$ cat config.mk
export PLATFORM = sky130hd
export DESIGN_NAME = labmininios_hbridge_pwm_flat
export DESIGN_NICKNAME = d
export VERILOG_FILES = /design/src/rtl/labmininios_hbridge_pkg.sv /design/src/rtl/labmininios_hbridge_pwm_if.sv /design/src/rtl/labmininios_hbridge_chan.sv /design/src/rtl/labmininios_hbridge_pwm.sv /design/src/flat_wrapper.sv
export SDC_FILE = /design/constraint.sdc
export NUM_CORES = 1
export LEC_CHECK = 0
export CORE_MARGIN = 1.5
export CORE_UTILIZATION = 55
export DETAILED_ROUTE_END_ITERATION = 16
export GPL_ROUTABILITY_DRIVEN = 0
export GPL_TIMING_DRIVEN = 1
export PLACE_DENSITY = 0.75
export SYNTH_ARGS = -nofsm -noshare
export SYNTH_HDL_FRONTEND = slang
export SYNTH_HIERARCHICAL = 1
export SYNTH_SLANG_ARGS = --single-unit
$ cat constraint.sdc
create_clock -name clk -period 4 [get_ports clk]
set_input_delay 0.8 -clock clk [delete_from_list [all_inputs] [get_ports clk]]
set_output_delay 0.8 -clock clk [all_outputs]
set_load 0.02 [all_outputs]
$ cat src/rtl/labmininios_hbridge_pkg.sv
// Shared definitions for the H-bridge PWM block: command encodings, channel
// FSM states, register word offsets and the command-to-pin mapping helper.
package labmininios_hbridge_pkg;

    typedef logic [1:0] cmd_t;

    localparam cmd_t CMD_COAST = 2'b00;
    localparam cmd_t CMD_FWD   = 2'b01;
    localparam cmd_t CMD_REV   = 2'b10;
    localparam cmd_t CMD_BRAKE = 2'b11;

    typedef enum logic [1:0] {
        ST_COAST = 2'd0,
        ST_DRIVE = 2'd1,
        ST_DEAD  = 2'd2
    } chan_state_e;

    localparam int unsigned REG_CTRL   = 0;
    localparam int unsigned REG_PERIOD = 1;
    localparam int unsigned REG_STATUS = 2;
    localparam int unsigned REG_DUTY0  = 3;
    localparam int unsigned REG_CMD0   = 4;

    // {in1, in2} for a channel actively driving in the given mode.
    function automatic logic [1:0] drive_pair(input cmd_t mode, input logic pwm);
        logic [1:0] pins;
        pins = 2'b00;
        case (mode)
            CMD_FWD:   pins = {pwm, 1'b0};
            CMD_REV:   pins = {1'b0, pwm};
            CMD_BRAKE: pins = 2'b11;
            default:   pins = 2'b00;
        endcase
        return pins;
    endfunction

endpackage

$ cat src/rtl/labmininios_hbridge_pwm_if.sv
// Avalon-MM slave bus bundle for the H-bridge PWM block.
//   address    word address (ADDR_W)
//   chipselect slave select
//   write_n    active-low write strobe
//   writedata  32-bit write data
//   readdata   32-bit read data, zero wait states
interface labmininios_hbridge_pwm_if #(
    parameter int unsigned ADDR_W = 4
);
    logic [ADDR_W-1:0] address;
    logic              chipselect;
    logic              write_n;
    logic [31:0]       writedata;
    logic [31:0]       readdata;

    modport master (output address, chipselect, write_n, writedata, input readdata);
    modport slave  (input address, chipselect, write_n, writedata, output readdata);
endinterface

$ cat src/rtl/labmininios_hbridge_chan.sv
// One H-bridge channel: shadowed DUTY/CMD, PWM comparator, drive/dead-time FSM
// and registered IN1/IN2 outputs.
//   en_i          global enable (0 forces COAST)
//   upd_i         shadow -> active transfer strobe (period wrap or disabled)
//   fault_i       synchronised fault: COAST and clear commands
//   cmd_lock_i    ignore CMD writes while a fault is latched
//   cnt_i         shared PWM counter
//   duty_we_i/duty_wdata_i, cmd_we_i/cmd_wdata_i   register writes
//   duty_pend_o/cmd_pend_o   pending values for readback
//   in1_o/in2_o   bridge inputs
module labmininios_hbridge_chan
    import labmininios_hbridge_pkg::*;
#(
    parameter int unsigned CNT_W    = 16,
    parameter int unsigned DEAD_CYC = 8
) (
    input  logic             clk,
    input  logic             reset_n,
    input  logic             en_i,
    input  logic             upd_i,
    input  logic             fault_i,
    input  logic             cmd_lock_i,
    input  logic [CNT_W-1:0] cnt_i,
    input  logic             duty_we_i,
    input  logic [CNT_W-1:0] duty_wdata_i,
    input  logic             cmd_we_i,
    input  cmd_t             cmd_wdata_i,
    output logic [CNT_W-1:0] duty_pend_o,
    output cmd_t             cmd_pend_o,
    output logic             in1_o,
    output logic             in2_o
);

    localparam int unsigned DEAD_W = (DEAD_CYC > 1) ? $clog2(DEAD_CYC) : 1;
    localparam logic [DEAD_W-1:0] DEAD_LOAD = DEAD_W'(DEAD_CYC - 1);

    logic [CNT_W-1:0]  duty_pend_q, duty_act_q;
    cmd_t              cmd_pend_q, cmd_act_q;
    chan_state_e       state_q, state_d;
    cmd_t              mode_q, mode_d;
    logic [DEAD_W-1:0] dead_q, dead_d;
    logic              in1_q, in2_q;
    logic [1:0]        pins_d;
    cmd_t              eff_cmd_c;
    logic              pwm_c;

    // Pending/active shadow registers; a fault wipes both command copies.
    always_ff @(posedge clk or negedge reset_n) begin
        if (!reset_n) begin
            duty_pend_q <= '0;
            duty_act_q  <= '0;
            cmd_pend_q  <= CMD_COAST;
            cmd_act_q   <= CMD_COAST;
        end else begin
            if (duty_we_i) duty_pend_q <= duty_wdata_i;
            if (upd_i)     duty_act_q  <= duty_pend_q;
            if (fault_i) begin
                cmd_pend_q <= CMD_COAST;
                cmd_act_q  <= CMD_COAST;
            end else begin
                if (cmd_we_i && !cmd_lock_i) cmd_pend_q <= cmd_wdata_i;
                if (upd_i)                   cmd_act_q  <= cmd_pend_q;
            end
        end
    end

    // FSM and output registers.
    always_ff @(posedge clk or negedge reset_n) begin
        if (!reset_n) begin
            state_q <= ST_COAST;
            mode_q  <= CMD_COAST;
            dead_q  <= '0;
            in1_q   <= 1'b0;
            in2_q   <= 1'b0;
        end else begin
            state_q <= state_d;
            mode_q  <= mode_d;
            dead_q  <= dead_d;
            in1_q   <= pins_d[1];
            in2_q   <= pins_d[0];
        end
    end

    // Next state; outputs follow the next state so COAST and dead-time take
    // effect on the same edge the FSM decides them.
    always_comb begin
        state_d   = state_q;
        mode_d    = mode_q;
        dead_d    = dead_q;
        eff_cmd_c = en_i ? cmd_act_q : CMD_COAST;
        pwm_c     = (cnt_i < duty_act_q);
        if (fault_i || eff_cmd_c == CMD_COAST) begin
            state_d = ST_COAST;
            mode_d  = CMD_COAST;
            dead_d  = '0;
        end else begin
            unique case (state_q)
                ST_COAST: begin
                    state_d = ST_DRIVE;
                    mode_d  = eff_cmd_c;
                end
                ST_DRIVE: begin
                    if (eff_cmd_c != mode_q) begin
                        state_d = ST_DEAD;
                        mode_d  = eff_cmd_c;
                        dead_d  = DEAD_LOAD;
                    end
                end
                ST_DEAD: begin
                    // Target may change while dead; the countdown keeps running.
                    mode_d = eff_cmd_c;
                    if (dead_q == '0) state_d = ST_DRIVE;
                    else              dead_d  = dead_q - DEAD_W'(1);
                end
                default: state_d = ST_COAST;
            endcase
        end
        pins_d = (state_d == ST_DRIVE) ? drive_pair(mode_d, pwm_c) : 2'b00;
    end

    assign duty_pend_o = duty_pend_q;
    assign cmd_pend_o  = cmd_pend_q;
    assign in1_o       = in1_q;
    assign in2_o       = in2_q;

endmodule

$ cat src/rtl/labmininios_hbridge_pwm.sv
// Avalon-MM H-bridge PWM controller for N_CH channels with period-aligned
// shadow updates and dead-time on drive-mode changes.
// Optional fault input enabled by defining HBRIDGE_FAULT_EN.
//   clk, reset_n       clock, async active-low reset
//   avs                Avalon-MM slave bus (labmininios_hbridge_pwm_if.slave)
//   hb_in1, hb_in2     bridge inputs per channel
//   fault_n, irq       (HBRIDGE_FAULT_EN) driver fault in, sticky fault interrupt
module labmininios_hbridge_pwm
    import labmininios_hbridge_pkg::*;
#(
    parameter int unsigned N_CH     = 4,
    parameter int unsigned CNT_W    = 16,
    parameter int unsigned DEAD_CYC = 8,
    parameter int unsigned ADDR_W   = 4
) (
    input  logic                      clk,
    input  logic                      reset_n,
    labmininios_hbridge_pwm_if.slave  avs,
    output logic [N_CH-1:0]           hb_in1,
    output logic [N_CH-1:0]           hb_in2
`ifdef HBRIDGE_FAULT_EN
    ,
    input  logic                      fault_n,
    output logic                      irq
`endif
);

    logic             wr_c;
    logic             ctrl_en_q;
    logic [CNT_W-1:0] period_pend_q, period_act_q;
    logic [CNT_W-1:0] cnt_q, cnt_d;
    logic             wrap_c, upd_c;
    logic             fault_c, status_c;
    logic [31:0]      rdata_c;
    logic [CNT_W-1:0] duty_pend [N_CH];
    cmd_t             cmd_pend  [N_CH];
    logic             unused_wdata;

    assign wr_c         = avs.chipselect & ~avs.write_n;
    assign unused_wdata = ^avs.writedata;

    // Wrap on the last count, or every cycle for a degenerate period.
    assign wrap_c = ctrl_en_q &
                    ((period_act_q < CNT_W'(2)) || (cnt_q >= period_act_q - CNT_W'(1)));
    assign upd_c  = ~ctrl_en_q | wrap_c;
    assign cnt_d  = (!ctrl_en_q || wrap_c) ? '0 : cnt_q + CNT_W'(1);

    // CTRL, PERIOD shadow pair and shared counter.
    always_ff @(posedge clk or negedge reset_n) begin
        if (!reset_n) begin
            ctrl_en_q     <= 1'b0;
            period_pend_q <= '0;
            period_act_q  <= '0;
            cnt_q         <= '0;
        end else begin
            if (wr_c && avs.address == ADDR_W'(REG_CTRL))   ctrl_en_q     <= avs.writedata[0];
            if (wr_c && avs.address == ADDR_W'(REG_PERIOD)) period_pend_q <= avs.writedata[CNT_W-1:0];
            if (upd_c)                                      period_act_q  <= period_pend_q;
            cnt_q <= cnt_d;
        end
    end

`ifdef HBRIDGE_FAULT_EN
    logic [1:0] fault_sync_q;
    logic       status_q;

    // Two-flop synchroniser and sticky, write-1-to-clear fault status.
    always_ff @(posedge clk or negedge reset_n) begin
        if (!reset_n) begin
            fault_sync_q <= 2'b11;
            status_q     <= 1'b0;
        end else begin
            fault_sync_q <= {fault_sync_q[0], fault_n};
            if (fault_c)
                status_q <= 1'b1;
            else if (wr_c && avs.address == ADDR_W'(REG_STATUS) && avs.writedata[0])
                status_q <= 1'b0;
        end
    end

    assign fault_c  = ~fault_sync_q[1];
    assign status_c = status_q;
    assign irq      = status_q;
`else
    assign fault_c  = 1'b0;
    assign status_c = 1'b0;
`endif

    for (genvar k = 0; k < N_CH; k++) begin : g_ch
        labmininios_hbridge_chan #(
            .CNT_W    (CNT_W),
            .DEAD_CYC (DEAD_CYC)
        ) u_chan (
            .clk          (clk),
            .reset_n      (reset_n),
            .en_i         (ctrl_en_q),
            .upd_i        (upd_c),
            .fault_i      (fault_c),
            .cmd_lock_i   (status_c),
            .cnt_i        (cnt_q),
            .duty_we_i    (wr_c && avs.address == ADDR_W'(REG_DUTY0 + 2 * k)),
            .duty_wdata_i (avs.writedata[CNT_W-1:0]),
            .cmd_we_i     (wr_c && avs.address == ADDR_W'(REG_CMD0 + 2 * k)),
            .cmd_wdata_i  (avs.writedata[1:0]),
            .duty_pend_o  (duty_pend[k]),
            .cmd_pend_o   (cmd_pend[k]),
            .in1_o        (hb_in1[k]),
            .in2_o        (hb_in2[k])
        );
    end

    // Zero-wait-state read mux; unmapped words read 0.
    always_comb begin
        rdata_c = '0;
        if (avs.address == ADDR_W'(REG_CTRL))   rdata_c = {31'b0, ctrl_en_q};
        if (avs.address == ADDR_W'(REG_PERIOD)) rdata_c = 32'(period_pend_q);
        if (avs.address == ADDR_W'(REG_STATUS)) rdata_c = {31'b0, status_c};
        for (int unsigned k = 0; k < N_CH; k++) begin
            if (avs.address == ADDR_W'(REG_DUTY0 + 2 * k)) rdata_c = 32'(duty_pend[k]);
            if (avs.address == ADDR_W'(REG_CMD0 + 2 * k))  rdata_c = 32'(cmd_pend[k]);
        end
    end

    assign avs.readdata = rdata_c;

endmodule
$ cat src/flat_wrapper.sv
// flat-port wrapper written by rule: the top's interface ports become plain ports
module labmininios_hbridge_pwm_flat import labmininios_hbridge_pkg::*;
#(
    parameter int unsigned N_CH     = 4,
    parameter int unsigned CNT_W    = 16,
    parameter int unsigned DEAD_CYC = 8,
    parameter int unsigned ADDR_W   = 4
)
  (clk, reset_n, hb_in1, hb_in2, avs_address, avs_chipselect, avs_write_n, avs_writedata, avs_readdata);
  labmininios_hbridge_pwm_if #(.ADDR_W(ADDR_W)) avs_i ();
  input  logic clk;
  input  logic reset_n;
  output logic [N_CH-1:0] hb_in1;
  output logic [N_CH-1:0] hb_in2;
  input wire logic [$bits(avs_i.address)-1:0] avs_address;
  input wire logic [$bits(avs_i.chipselect)-1:0] avs_chipselect;
  input wire logic [$bits(avs_i.write_n)-1:0] avs_write_n;
  input wire logic [$bits(avs_i.writedata)-1:0] avs_writedata;
  output wire logic [$bits(avs_i.readdata)-1:0] avs_readdata;
  assign avs_i.address = avs_address;
  assign avs_i.chipselect = avs_chipselect;
  assign avs_i.write_n = avs_write_n;
  assign avs_i.writedata = avs_writedata;
  assign avs_readdata = avs_i.readdata;
  labmininios_hbridge_pwm #(.N_CH(N_CH), .CNT_W(CNT_W), .DEAD_CYC(DEAD_CYC), .ADDR_W(ADDR_W)) u_core (.clk(clk), .reset_n(reset_n), .avs(avs_i), .hb_in1(hb_in1), .hb_in2(hb_in2));
endmodule
==> impl_metrics.toml, run 1 <==
[job]
drv_cap = 0

[detailed_routing]
firstDrtPassIters = 5
via_per_inst = 5.794
post_drt_wl_per_cell_um = 18.10
vias = 8894
wl_um = 27790
drtIter0Drc = 701
ant_nets = 0
drc = 0

[layout]
design_area_sq_um = 13950
nets = 1367
diodes = 0
drive_above_1_share_pct = 14.66
fin_util_pct = 64.14
syn2layout_area_growth_pct = 14.54

[logic_synthesis]
yosysSeqAreaShare_pct = 47.04
synth-edff-count = 0
async_flop_share_pct = 100.0
yosys-top-cells-count = "dfrtp_1 (229), nand2_1 (115), inv_1 (97)"
synth_largest_area_cell = "dfrtp_1"
ys_ff_latch = 229
netlist_instances = 1145
avgSynthCellArea_sq_um = 10.64
synth_area_leaders = "dfrtp_1 (47%), ha_1 (8.8%), mux2_2 (7.5%)"
yosysWarnings = 6
syn_area_sq_um = 12180
ys.flop_type = "dfrtp_1"
yosysUniqueCellTypes = 69
yosys.area.top_type_share_pct = 47.04
synthMostInstantiatedCell = "dfrtp_1"

[clocking]
cts_tree = "yes"
clk_latency_ns = 0.51
cts_sinks = 229
clockBufferDepth = 3
post-cts-setup-buffers = 0
cts-root-buf = "clkbuf_16"
htreeDepth = 1
clk_pin_slew_ns = 0.05
numCtsBuffers = 24

[critical_path]
critPathKind = "in -> out"
cp_max_fo = 14
start_kind = "input pin"
endpoint_kind = "output port"
required_ns = 3.20
arrival_ns = 3.01

[timing]
setup_viol = 0
slew-limit-headroom_pct = 40.38
worstMarginPinSlew_ns = 0.8717
rsz0062_at_grt = "false"
whs_ns = 0.3406
fmax_ghz = 0.2626
finalCriticalPeriod_ns = 3.807
fin_crit_sh_pct = 95.19
final.setup_skew_ns = 0.01485
hold_viol = 0
drv_slew = 0

[floorplanning]
rows = 54
start_util_pct = 55.99
die-height_um = 151.8
core_sq_um = 21760
die_area_sq_um = 23050
die_w_um = 151.8
ios = 80

[global_routing]
grt.overflow.total = 0
groute.usage.overall_pct = 24.54
grt_max_degree = 109
grt_antenna_before_repair = 0
grt_first_pass_wirelength_um = 46060
grt_pass1_vias = 8937

[placement]
place_area_sq_um = 13210
hpwl_um = 19930
placement.io_buffers = 47

[pwr]
peakVddDrop_mv = 0.2970
p_leak_uw = 0.006633
pwr_density_cell_nw_per_um2 = 474.2
p_clk_share_pct = 31.6
p_sw_share_pct = 30.33
p_switching_uw = 2007
cell_internal_pwr_uw = 4609
comb_power_share_pct = 22.8
power_frac_seq_pct = 45.6

[outcome]
outcome = "finished clean"

[hold_path]
min_path_type = "in -> async"
==> logic make-up after synthesis <==
group,synth area share [%]
multiplexers,11.25
AO/OA/AOI/OAI,13.14
buffers and inverters,5.516
adder cells (fa/ha/maj),8.833
other,0.03078
AND/OR/NAND/NOR,11.89
flip-flops,47.04
XOR/XNOR,2.301
==> layout make-up <==
| type | count | area [sq um] |
|---|---|---|
| repair buffers | 77 | 780.7 |
| fillers | 1711 | 7802 |
| clock buffers | 37 | 680.7 |
| inverters | 99 | 379.1 |
| well taps | 280 | 350.3 |
| multi-input cells | 810 | 5992 |
| flip-flops and latches | 229 | 5731 |
| clock inverters | 3 | 40.04 |
==> critical path, cell delays in order <==
cell	delay, ns
clkdlybuf4s50_1	0.49
nand2_1	0.17
buf_4	0.15
nor3_1	0.05
buf_4	0.19
a222oi_1	0.46
nand2_1	0.12
clkdlybuf4s50_1	0.57
==> state kept, by name, summed over array words and instances, names as in the netlist <==
name and flops:
u_core/period_act_q 16, u_core/g_ch.u_chan/in2_o 4, u_core/g_ch.u_chan/dead_q 12, u_core/ctrl_en_q 1, u_core/g_ch.u_chan/duty_pend_o 64, u_core/cnt_q 16, u_core/g_ch.u_chan/cmd_act_q 8, u_core/g_ch.u_chan/mode_q 8
u_core/g_ch.u_chan/in1_o 4, u_core/g_ch.u_chan/state_q 8, u_core/g_ch.u_chan/duty_act_q 64, u_core/period_pend_q 16, u_core/g_ch.u_chan/cmd_pend_o 8
==> metal layers <==
layer / global-route usage (%) / routed length [um] / vias up
li1: - / - / 4202
met1: 33.39 / 12160 / 4367
met2: 40.12 / 13270 / 272
met3: 3.851 / 1684 / 53
met4: 8.553 / 668 / 0
met5: 0 / 0 / -
==> stage by stage <==
stage,cells,power [uW],setup slack [ns],setup TNS (ns)
finish,1535,6616,0.1925,0
global placement,1495,4462,-0.1737,-1.833
detailed placement,1495,4534,-0.2484,-2.723
CTS,1535,6644,0.09212,0
global route,1535,6978,0.08282,0
floorplan,1191,4020,0.6684,0
==> power groups by stage <==
stage	registers (uW)	clock network, uW	logic [uW]
6_report	3020	2090	1510
5_1_grt	3060	2220	1690
4_1_cts	3010	2120	1510
3_5_place_dp	3050	0	1490
3_3_place_gp	3030	0	1430
2_1_floorplan	2940	0	1080
==> path summary, 6_finish.rpt <==
check / startpoint / to / slack (ns) / depth (start not counted)
min in group clk: u_core/g_ch[3].u_chan/duty_pend_o[5] / u_core/g_ch[3].u_chan/duty_act_q[5] / 0.51 / 2
worst max-delay path: avs_address[0] / avs_readdata[6] / 0.19 / 8
worst max register to register: u_core/period_act_q[4] / u_core/g_ch[2].u_chan/duty_act_q[11] / 0.42 / 15
worst min register to register: u_core/g_ch[3].u_chan/duty_pend_o[5] / u_core/g_ch[3].u_chan/duty_act_q[5] / 0.51 / 2
worst min-delay path: reset_n / u_core/g_ch[3].u_chan/duty_pend_o[13] / 0.34 / 1
max in group asynchronous: reset_n / u_core/g_ch[3].u_chan/in1_o / 2.84 / 2
==> cells in the final DEF, fill, tap and decap left out, drive strengths merged, types with 15 or more instances in the layout <==
cell,instances
dfrtp,229
nor2,61
mux2,100
nand2,116
mux2i,18
conb,47
o21ai,93
inv,99
clkbuf,37
xor2,20
a21oi,25
nand3,21
clkdlybuf4s50,44
nor2b,15
ha,86
buf,31
a22oi,17
==> timing repair <==
item                                   4_1_cts  5_1_grt
setup endpoints to repair                   14       11
hold buffers                                 0        0
endpoints found under the hold margin        0        0
resized for setup                            2        4
gates cloned                                 0        0
pin swaps                                    0        1
Note: power is estimated with default switching activity, not from simulation.
==> run 2: changes to the inputs <==
PLACE_DENSITY = 0.78   (was 0.75)
==> run 2 against run 1 <==
Net effect:
- sequential share of layout area is 0.19 points lower
- routed wire length increased by 3.3%
- total power grew 2.3%
- critical endpoint is now avs_readdata[7]
- highest routed layer unchanged
- critical path type unchanged
- first-iteration DRC count grew 2.0%
- maximum frequency fell by 1.1%
- combinational power hardly changed
- die area unchanged
- sequential cell count unchanged
- design area up 0.47%
==> impl_metrics.toml, run 2 (same netlist as run 1, synthesis figures left out) <==
[outcome]
outcome = "finished clean"

[placement]
placement.io_buffers = 47
place_area_sq_um = 13230
place_inst = 1501
hpwl_um = 20350

[timing]
worstMarginPinSlew_ns = 0.7020
hold_viol = 0
whs_ns = 0.3149
setup-tns-final_ns = 0
fmax_ghz = 0.2598
drv_slew = 0
slew-limit-headroom_pct = 51.99
finalCriticalPeriod_ns = 3.850
setup_viol = 0
fin_crit_sh_pct = 96.24
final.setup_skew_ns = 0.01280
rsz0062_at_grt = "false"

[clocking]
clockBufferDepth = 3
ctsHoldBuffers = 0
clk_latency_ns = 0.52
cts-root-buf = "clkbuf_16"
cts_sinks = 229
htreeDepth = 1
numCtsBuffers = 25
clk_pin_slew_ns = 0.05
post-cts-setup-buffers = 0
cts_tree = "yes"
cts_resized = 1

[job]
drv_cap = 0

[floorplanning]
ios = 80
start_util_pct = 55.99
core_sq_um = 21760
die_area_sq_um = 23050
die_w_um = 151.8
rows = 54
die-height_um = 151.8

[pwr]
peakVddDrop_mv = 0.5095
comb_power_share_pct = 22.6
cell_internal_pwr_uw = 4727
p_clk_share_pct = 32.7
p_leak_uw = 0.006658
p_sw_share_pct = 30.18
pwr_density_cell_nw_per_um2 = 483.0
power_frac_seq_pct = 44.7
p_switching_uw = 2044

[layout]
drive_above_1_share_pct = 15.46
syn2layout_area_growth_pct = 15.08
nets = 1374
multi_input_area_sq_um = 5981
final_cells = 1541
final_cell_mix = "dfrtp_1 (229), nand2_1 (115), inv_1 (97), o21ai_0 (89), ha_1 (86)"
diodes = 0
mostFrequentLayoutCell = "dfrtp_1"
seq_area_sq_um = 5731
nFillCells = 1669
design_area_sq_um = 14020

[critical_path]
critPathKind = "in -> out"
required_ns = 3.20
start_kind = "input pin"
reg2reg_from = "u_core/period_act_q[4]"
cp_max_fo = 14
endpoint_kind = "output port"
reg2reg_to = "u_core/g_ch[2].u_chan/duty_act_q[12]"
worstRegToRegCells = 15
r2r_slack_ns = 0.38
arrival_ns = 3.05

[detailed_routing]
vias = 9100
wl_um = 28700
drc = 0
firstDrtPassIters = 5
via_per_inst = 5.905
post_drt_wl_per_cell_um = 18.63
drtIter0Drc = 715
ant_nets = 0

[global_routing]
grt_max_degree = 96
grt.busiest_layer = "met2"
grt_first_pass_wirelength_um = 47380
grt_pass1_vias = 9182
met3_usage_pct = 3.679
met2_usage_pct = 42.10
grt.overflow.total = 0
grt_antenna_before_repair = 0
grt.met1_usage_pct = 33.30
groute.usage.overall_pct = 25.14

[hold_path]
min_path_type = "in -> async"
-- run 2: cell count changes in the layout (fill, tap and decap cells not counted), sizes merged --
cell           delta
dlymetal6s2s      -2
buf               +6
clkdlybuf4s50     +2
clkbuf            -2
bufinv            +1
inv               +1
-- run 2: through the flow --
step                utilization [%]  worst slack, ns  power (uW)
floorplan                         -           0.6684        4020
global placement              60.81         -0.06486        4462
detailed placement            60.81          -0.1022        4552
finish                        64.44           0.1503        6770
CTS                           64.42          0.07334        6798
global route                  64.44          0.03486        7110
-- run 2: worst max path at each step --
stage / startpoint / end / slack [ns]
after floorplan: u_core/period_act_q[4] / u_core/g_ch[2].u_chan/duty_act_q[2] / 0.67
after global placement: avs_address[1] / avs_readdata[4] / -0.06
after detailed placement: avs_address[1] / avs_readdata[6] / -0.10
after CTS: avs_address[1] / avs_readdata[14] / 0.07
after global routing: u_core/period_act_q[4] / u_core/g_ch[1].u_chan/duty_act_q[14] / 0.03
final: avs_address[1] / avs_readdata[7] / 0.15
-- run 2: area by class of cell --
type | instances | area share (%)
Multi-Input combinational cell | 810 | 42.66
Timing Repair Buffer | 83 | 5.677
Sequential cell | 229 | 40.88
Clock inverter | 5 | 0.5623
Inverter | 99 | 2.704
Tap cell | 280 | 2.499
Clock buffer | 35 | 5.016
-- run 2: power by group through the flow --
stage / combinational [uW] / sequential (uW) / clock, uW
floorplan: 1080 / 2940 / 0
global placement: 1430 / 3030 / 0
detailed placement: 1500 / 3050 / 0
CTS: 1530 / 3020 / 2250
global route: 1710 / 3070 / 2330
finish: 1530 / 3020 / 2220
-- run 2: critical path, stage by stage --
cell	delay (ns)
clkdlybuf4s50_1	0.52
nand2_1	0.16
buf_4	0.15
nor3_1	0.04
buf_4	0.19
a222oi_1	0.46
nand2_1	0.14
clkdlybuf4s50_1	0.57
-- run 2: layer usage --
layer,part of all wire [%],routed length [um]
met1,43,12270
met2,49,13970
met3,5.8,1666
met4,2.8,800
met5,0,0
